File: src/rtl/cdc_hs_tx_pkg.sv
// Shared definitions for the two-phase handshake transmitter.
// State encoding and default payload width / ack timeout.
package cdc_hs_tx_pkg;

    typedef enum logic {
        ST_IDLE = 1'b0,
        ST_WAIT = 1'b1
    } state_t;

    localparam int DEF_WIDTH   = 5;
    localparam int DEF_TIMEOUT = 255;

endpackage

File: src/rtl/cdc_hs_tx_sync.sv
// Two-flop synchronizer for bringing asynchronous signals into the local clock domain.
module cdc_hs_tx_sync #(
    parameter int WIDTH = 1
) (
    input  logic             i_clk,
    input  logic             i_rst_n,
    input  logic [WIDTH-1:0] i_d,
    output logic [WIDTH-1:0] o_q
);

    logic [WIDTH-1:0] r_meta;
    logic [WIDTH-1:0] r_sync;

    always_ff @(posedge i_clk or negedge i_rst_n) begin
        if (!i_rst_n) begin
            r_meta <= '0;
            r_sync <= '0;
        end else begin
            r_meta <= i_d;
            r_sync <= r_meta;
        end
    end

    assign o_q = r_sync;

endmodule

File: src/rtl/cdc_hs_tx.sv
// Source side of a two-phase req/ack handshake: holds a word stable for the far
// domain, waits for the synchronized ack, and flags acks that are overdue.
//
// state   | meaning
// IDLE    | no transfer pending, ready to accept a word
// WAIT    | word on tx_data, waiting for ack parity to match tx_req
module cdc_hs_tx
    import cdc_hs_tx_pkg::*;
#(
    parameter int WIDTH   = DEF_WIDTH,
    parameter int TIMEOUT = DEF_TIMEOUT
) (
    input  logic             cdc_clk,
    input  logic             cdc_rstn,
    input  logic             in_valid,
    input  logic [WIDTH-1:0] in_data,
    output logic             in_ready,
    output logic [WIDTH-1:0] tx_data,
    output logic             tx_req,
    input  logic             rx_ack,
    output logic             done,
    output logic             timeout_err,
    input  logic             err_clr
);

    localparam int            CW     = $clog2(TIMEOUT + 1);
    localparam logic [CW-1:0] C_MAX  = CW'(TIMEOUT);
    localparam logic [CW-1:0] C_LAST = CW'(TIMEOUT - 1);

    state_t           r_state;
    state_t           w_state_nxt;
    logic [WIDTH-1:0] r_tx_data;
    logic [WIDTH-1:0] w_tx_data_nxt;
    logic             r_tx_req;
    logic             w_tx_req_nxt;
    logic             r_done;
    logic             w_done_nxt;
    logic             r_timeout_err;
    logic             w_err_nxt;
    logic [CW-1:0]    r_cnt;
    logic [CW-1:0]    w_cnt_nxt;
    logic             w_ack_s;
    logic             w_hit;

    cdc_hs_tx_sync #(
        .WIDTH (1)
    ) u_ack_sync (
        .i_clk   (cdc_clk),
        .i_rst_n (cdc_rstn),
        .i_d     (rx_ack),
        .o_q     (w_ack_s)
    );

    // Counter is about to reach TIMEOUT on this edge; an ack on the same edge
    // still completes the transfer, and the error is raised regardless.
    assign w_hit = (r_state == ST_WAIT) && (r_cnt == C_LAST);

    always_comb begin
        w_state_nxt   = r_state;
        w_tx_data_nxt = r_tx_data;
        w_tx_req_nxt  = r_tx_req;
        w_done_nxt    = 1'b0;
        w_cnt_nxt     = r_cnt;
        case (r_state)
            ST_IDLE: begin
                if (in_valid) begin
                    w_tx_data_nxt = in_data;
                    w_tx_req_nxt  = ~r_tx_req;
                    w_cnt_nxt     = '0;
                    w_state_nxt   = ST_WAIT;
                end
            end
            ST_WAIT: begin
                if (r_cnt != C_MAX) begin
                    w_cnt_nxt = r_cnt + 1'b1;
                end
                if (w_ack_s == r_tx_req) begin
                    w_done_nxt  = 1'b1;
                    w_state_nxt = ST_IDLE;
                end
            end
            default: w_state_nxt = ST_IDLE;
        endcase
    end

    always_comb begin
        w_err_nxt = r_timeout_err;
        if (w_hit) begin
            w_err_nxt = 1'b1;
        end else if (err_clr) begin
            w_err_nxt = 1'b0;
        end
    end

    always_ff @(posedge cdc_clk or negedge cdc_rstn) begin
        if (!cdc_rstn) begin
            r_state       <= ST_IDLE;
            r_tx_data     <= '0;
            r_tx_req      <= 1'b0;
            r_done        <= 1'b0;
            r_timeout_err <= 1'b0;
            r_cnt         <= '0;
        end else begin
            r_state       <= w_state_nxt;
            r_tx_data     <= w_tx_data_nxt;
            r_tx_req      <= w_tx_req_nxt;
            r_done        <= w_done_nxt;
            r_timeout_err <= w_err_nxt;
            r_cnt         <= w_cnt_nxt;
        end
    end

    assign in_ready    = (r_state == ST_IDLE);
    assign tx_data     = r_tx_data;
    assign tx_req      = r_tx_req;
    assign done        = r_done;
    assign timeout_err = r_timeout_err;

endmodule

File: config.mk
export PLATFORM = sky130hd
export DESIGN_NAME = cdc_hs_tx
export DESIGN_NICKNAME = d
export VERILOG_FILES = /design/src/rtl/cdc_hs_tx_pkg.sv /design/src/rtl/cdc_hs_tx_sync.sv /design/src/rtl/cdc_hs_tx.sv
export SDC_FILE = /design/constraint.sdc
export NUM_CORES = 1
export LEC_CHECK = 0
export ABC_AREA = 1
export CORE_ASPECT_RATIO = 1.25
export CORE_MARGIN = 1.5
export CORE_UTILIZATION = 48
export DETAILED_ROUTE_END_ITERATION = 10
export GPL_TIMING_DRIVEN = 0
export PLACE_DENSITY = 0.77
export RECOVER_POWER = 50
export SETUP_SLACK_MARGIN = 0.2
export SLEW_MARGIN = 40
export SYNTH_ARGS = -nofsm -noshare
export SYNTH_HDL_FRONTEND = slang
export SYNTH_SLANG_ARGS = --single-unit
File: constraint.sdc
create_clock -name cdc_clk -period 1.4 [get_ports cdc_clk]
set_input_delay 0.28 -clock cdc_clk [delete_from_list [all_inputs] [get_ports cdc_clk]]
set_output_delay 0.28 -clock cdc_clk [all_outputs]
set_load 0.05 [all_outputs]
# Word level (Yosys, flattened, before mapping)
# Index checks and enable logic that the tools add are counted.
# Widths: inputs -> output; s select.
# totals
elab_cells	30
output_inout_bits	9
register_bits	19
in_bits	10
# op_classes
n_reduce_logical	4
n_eq_ne	5
n_bitwise	2
n_mux	10
n_addsub	1
# ops
cell	n
$mux 8	2
$pmux 8 s2	1
$add 8x1->8 const B	1
$eq 8x8->1 const B	1
$ne 8x8->1 const B	1
$mux 1	6
$reduce_and 2->1	2
$ne 2x1->1 const B	1
$ne 2x2->1 const B	1
$not 1->1	2
$pmux 1 s2	1
$reduce_bool 2->1	1
$eq 1x1->1	1
$logic_and 1x1->1	1

# Longest topological paths before layout
# logic_depth
depth_word	3
ltp_mapped	8

# Modules after synthesis
# Synthesis repeated with hierarchy kept, for this count alone.
# hier_totals
hier_cells	100
hier_area_um2	922.1
# by_module_without_submodules
mod	seq_area_each_um2	area_per_inst_um2	instances	cells_per_inst
cdc_hs_tx	425.4	872.1	1	98
cdc_hs_tx_sync	50.0	50.0	1	2

# Worst setup path after synthesis
# No wires, ideal clock.
# synth_path
kind	register to register
from	register r_state
to	register r_tx_data[3], in the netlist tx_data[3]
stages_incl_launch_ff	5
arrival_time_ps	1203
setup_slack_ps	72
setup_ps	125
n_path_buf	1
synth_period_minus_slack_ps	1328
path_cell_list	dfrtp_1 -> inv_2 -> nand2_4 -> buf_6 -> mux2_4
# synth_via
elab_chain_cells	2
# synth_lines
item	line	source
from (decl)	cdc_hs_tx.sv:30	state_t r_state;
from (signal assigned)	cdc_hs_tx.sv:104	r_state <= w_state_nxt;
$not 1->1 (no source line)	--	
via in_ready	cdc_hs_tx.sv:17	output logic in_ready,
$reduce_and 2->1 (no source line)	--	
to (signal assigned)	cdc_hs_tx.sv:105	r_tx_data <= w_tx_data_nxt;
to (decl)	cdc_hs_tx.sv:32	logic [WIDTH-1:0] r_tx_data;
# The timed path passes the listed nets, and every way through them passes these cells.
# A chain may end at the register's enable or synchronous reset.

# Worst setup path in the final report
# layout_path
from	register r_state
to	register r_tx_data[3], in the netlist tx_data[3]
# layout_via
elab_chain_cells	2
# layout_lines
item
$not 1->1 (no source line)
$reduce_and 2->1 (no source line)
# No other way between the ends.

==> summary by stage <==
Outcome
The flow ran to the end, and the final reports show no timing, DRC or antenna violations.

Finish
In the layout the commonest cells are nand2_1 (24), dfrtp_1 (17), nand3_1 (13). The number of diodes added for antenna fixing is 0. Once layout is complete, the cells apart from fillers number ~150. Of the cells placed in the final design, the portion with a size suffix greater than 1 is between 20% and 30%. The finished cells cover around 1200 um^2.

For this run, the post-layout net count is 142. The leading cell type in the layout, fill and taps excluded is nand2_1. The area growth from synthesis to layout is 33.61%. Once layout is complete, the utilization of the core stands at 67.90%.

Pwr
Net switching is 47.03% of the power. The overall power consumption is 2729 uW. The maximum VDD drop is 1.535 mV. The share of power burned in combinational logic is between 50% and 60%. Summed over all cells, the static leakage comes to about 0.00057 uW.

The internal power of the cells is 1446 uW. Power spread over the standard cell area amounts to 2277 nW/um^2. Of the total power, registers draw approximately a third. The clock power share is a little over a tenth. For this design the total switching power over the nets is around 1300 uW.

GRT
For this run, global-route usage on met3 was measured as 2.827%. The pin count of the biggest net entering global routing is 20. The met1 track demand over resource is a little under a quarter.

The first global-routing pass estimated just over 3000 um of wire. The aggregate global routing overflow is 0. Global routing consumed, over all layers together, 18.80% of the routing resources.

After global routing, the most crowded layer is met2. In the global route stage, met2 resource usage came out at 31.25%. The via count of the first global-routing pass is 739. The initial antenna violation count was 0.

Placement
Buffers placed on the I/O ports in this run total 18. The sum of net half-perimeters after detailed placement is 1184 um. After detailed placement, the total cell area comes to between 1000 and 1500 um^2. The last weighted congestion value of the routability-driven placer is between 0.7 and 0.8.

The count of placed standard cells including taps is 136.

Logic synthesis
The Yosys warning count is 0. The share of synthesized registers carrying an async set or reset is 100.0%. The post-synthesis cell type count is 20.

The synthesized instance count is approximately 100. After synthesis, the mean cell area works out to 9.062 um^2. The prevailing post-synth register cell is dfrtp_1. The sequential share of the synthesized area is 53.00%. The register bit total from synthesis is 19. The count of flip-flops with a built-in enable after synthesis is 0. The number of nets handed over by synthesis was 111. The combined area of all synthesized cells is 897.1 um^2.

Critical path
The critical path goes through clkinv_4, nand2_4, clkbuf_2, mux2_4. In this run the worst path has a maximum fanout of 10. The data arrival time at the worst-slack endpoint is 1460 ps.

STA puts the critical path data required time at 1590 ps. Among all stages on the critical path, the largest delay is contributed by dfrtp_2. The launching instance or port of the critical path is r_state. The start-to-end type of the worst setup path is register to register. The worst setup path is launched from a register. The worst register-to-register path begins at r_state. In this design, the stage delay of the slowest critical-path cell is about 410 ps. The worst setup path is captured at a register. The worst reg-to-reg setup slack is 130 ps.

STA
The number of hold violations in the final report is 0. The period utilization is just over 90%. The summed negative setup slack over all endpoints is 0 ps. Counting I/O delays and the setup requirement, the final critical path takes 1270 ps. Based on the critical path, the design can be clocked at up to 787.2 MHz. Setup repair after global routing could not meet its margin everywhere. Setup violations remaining at the end of the flow were counted as 0. The max-slew violation total from the final report is 0.

The worst pin sits at a relative slew slack of 69.33%. On the final layout, the worst clock skew is 6.444 ps. The transition time at the pin with the least slew margin is between 400 and 500 ps.

Routing
The number of DRC violations after detailed-routing iteration 0 is 14. The number of detailed-route iterations in the first pass is 4. The antenna violation net count after detailed routing is 0.

In the final routed layout, each cell accounts on average for approximately 12 um. After detailed routing, the number of remaining DRC violations is 0. Using the TritonRoute via totals, the vias-per-cell ratio works out to between 5 and 6. The final route contains roughly 750 vias. The final wirelength is 1847 um.

Floorplanning
From bottom edge to top edge, the die measures 51.34 um. The die area is 2139 um^2. Pin placement for this block handled 19 I/O pins. The effective utilization at floorplan is 50.82%.

The area of the placeable core is 1765 um^2. Measured along the x axis, the die boundary spans 41.67 um. The floorplan has 17 rows.

Clocking
No sink is reached through more buffers than the 2 on the longest clock path. The root buffer cell chosen for the clock tree is clkbuf_4. CTS built an H-tree with a depth of 1. Clock-pin slew was measured on the worst setup and hold paths at 120 ps. The later pin in the worst-skew pair is clocked with a latency of 300 ps. The CTS tree is built.

The tree built by TritonCTS fans out to 19 sinks. The number of clock buffers inserted by TritonCTS is 3.

Hold path
The startpoint of the tightest hold check path is u_ack_sync.r_meta. In this run the worst hold path is classified as register to register.

Run
The number of maximum-capacitance constraint violations is 0.
routing by layer:
layer	part of all wire (%)	vias to the layer above
li1	-	377
met2	50	17
met4	1.8	0
met5	0	-
met3	4.0	4
met1	44	349
flip-flops by register name, indices dropped and copies added (netlist names):
name / flops
u_ack_sync.o_q: 1
done: 1
r_cnt: 8
tx_data: 5
timeout_err: 1
u_ack_sync.r_meta: 1
r_state: 1
tx_req: 1
cell families (layout without fill, tap and decap cells):
family / Yosys count / count (layout) / synth area share [%]
DFF: 19 / 19 / 53.00
muxes: 5 / 5 / 6.694
adders and majority gates: 2 / 2 / 2.789
xor gates and xnor gates: 2 / 2 / 1.953
AOI/OAI and AO/OA: 6 / 6 / 3.347
and+or+nand+nor: 53 / 54 / 26.08
buffers and inverters: 12 / 41 / 6.136
through the flow:
stage	hold WS [ps]	setup slack, ps
finish	370.2	129.6
floorplan	-15.59	197.5
global placement	335.0	-214.7
detailed placement	243.8	-218.6
CTS	373.5	102.3
global route	380.8	74.86
area by class of cell:
cell class	instances	area, um^2
Fill cell	146	566.8
Sequential cell	19	478.0
Multi-Input combinational cell	69	390.4
Timing Repair Buffer	25	222.7
Inverter	11	48.80
Tap cell	19	23.77
Clock buffer	3	22.52
Clock inverter	1	7.507
Buffer	1	5.005
cell usage after synthesis (2+ instances only):
cell | n | share of area, %
a21oi_1 | 2 | 1.1
dfrtp_1 | 19 | 53
ha_1 | 2 | 2.8
inv_1 | 9 | 3.8
mux2_1 | 4 | 5.0
nand2_1 | 28 | 12
nand3_1 | 13 | 7.3
nor2_1 | 6 | 2.5
nor2_2 | 2 | 1.4
o21ai_0 | 4 | 2.2
worst paths after layout:
| kind | to | cells after the start |
|---|---|---|
| hold / removal | u_ack_sync.o_q | 0 |
| max in group asynchronous | r_state | 2 |
| min in group asynchronous | r_cnt[1] | 2 |
| setup / recovery | tx_data[3] | 4 |
| hold reg to reg | u_ack_sync.o_q | 0 |
| setup reg to reg | tx_data[3] | 4 |
power by group through the flow:
stage          Combinational, uW  Clock (uW)  Sequential (uW)
6_report                    1490         293              948
5_1_grt                     1590         309              983
4_1_cts                     1360         289              950
3_5_place_dp                1260           0              990
3_3_place_gp                1250           0              969
2_1_floorplan                544           0             1310
critical path, delay by kind of cell, from the launching register on:
| family | cells | cell delay [ps] |
|---|---|---|
| DFF | 1 | 410 |
| buffers and inverters | 2 | 340 |
| muxes | 1 | 320 |
| and+or+nand+nor | 1 | 100 |
what timing repair did:
| action | in CTS | in global routing |
|---|---|---|
| resized for setup | 58 | 11 |
| pin swaps | 4 | 2 |
| cloned | 1 | 0 |
| endpoints found under the hold margin | 19 | 0 |
| setup buffers | 3 | 3 |
| hold buffers | 1 | 0 |
| endpoints found under the setup margin | 18 | 15 |
No activity file was read; power rests on OpenSTA's default activity.
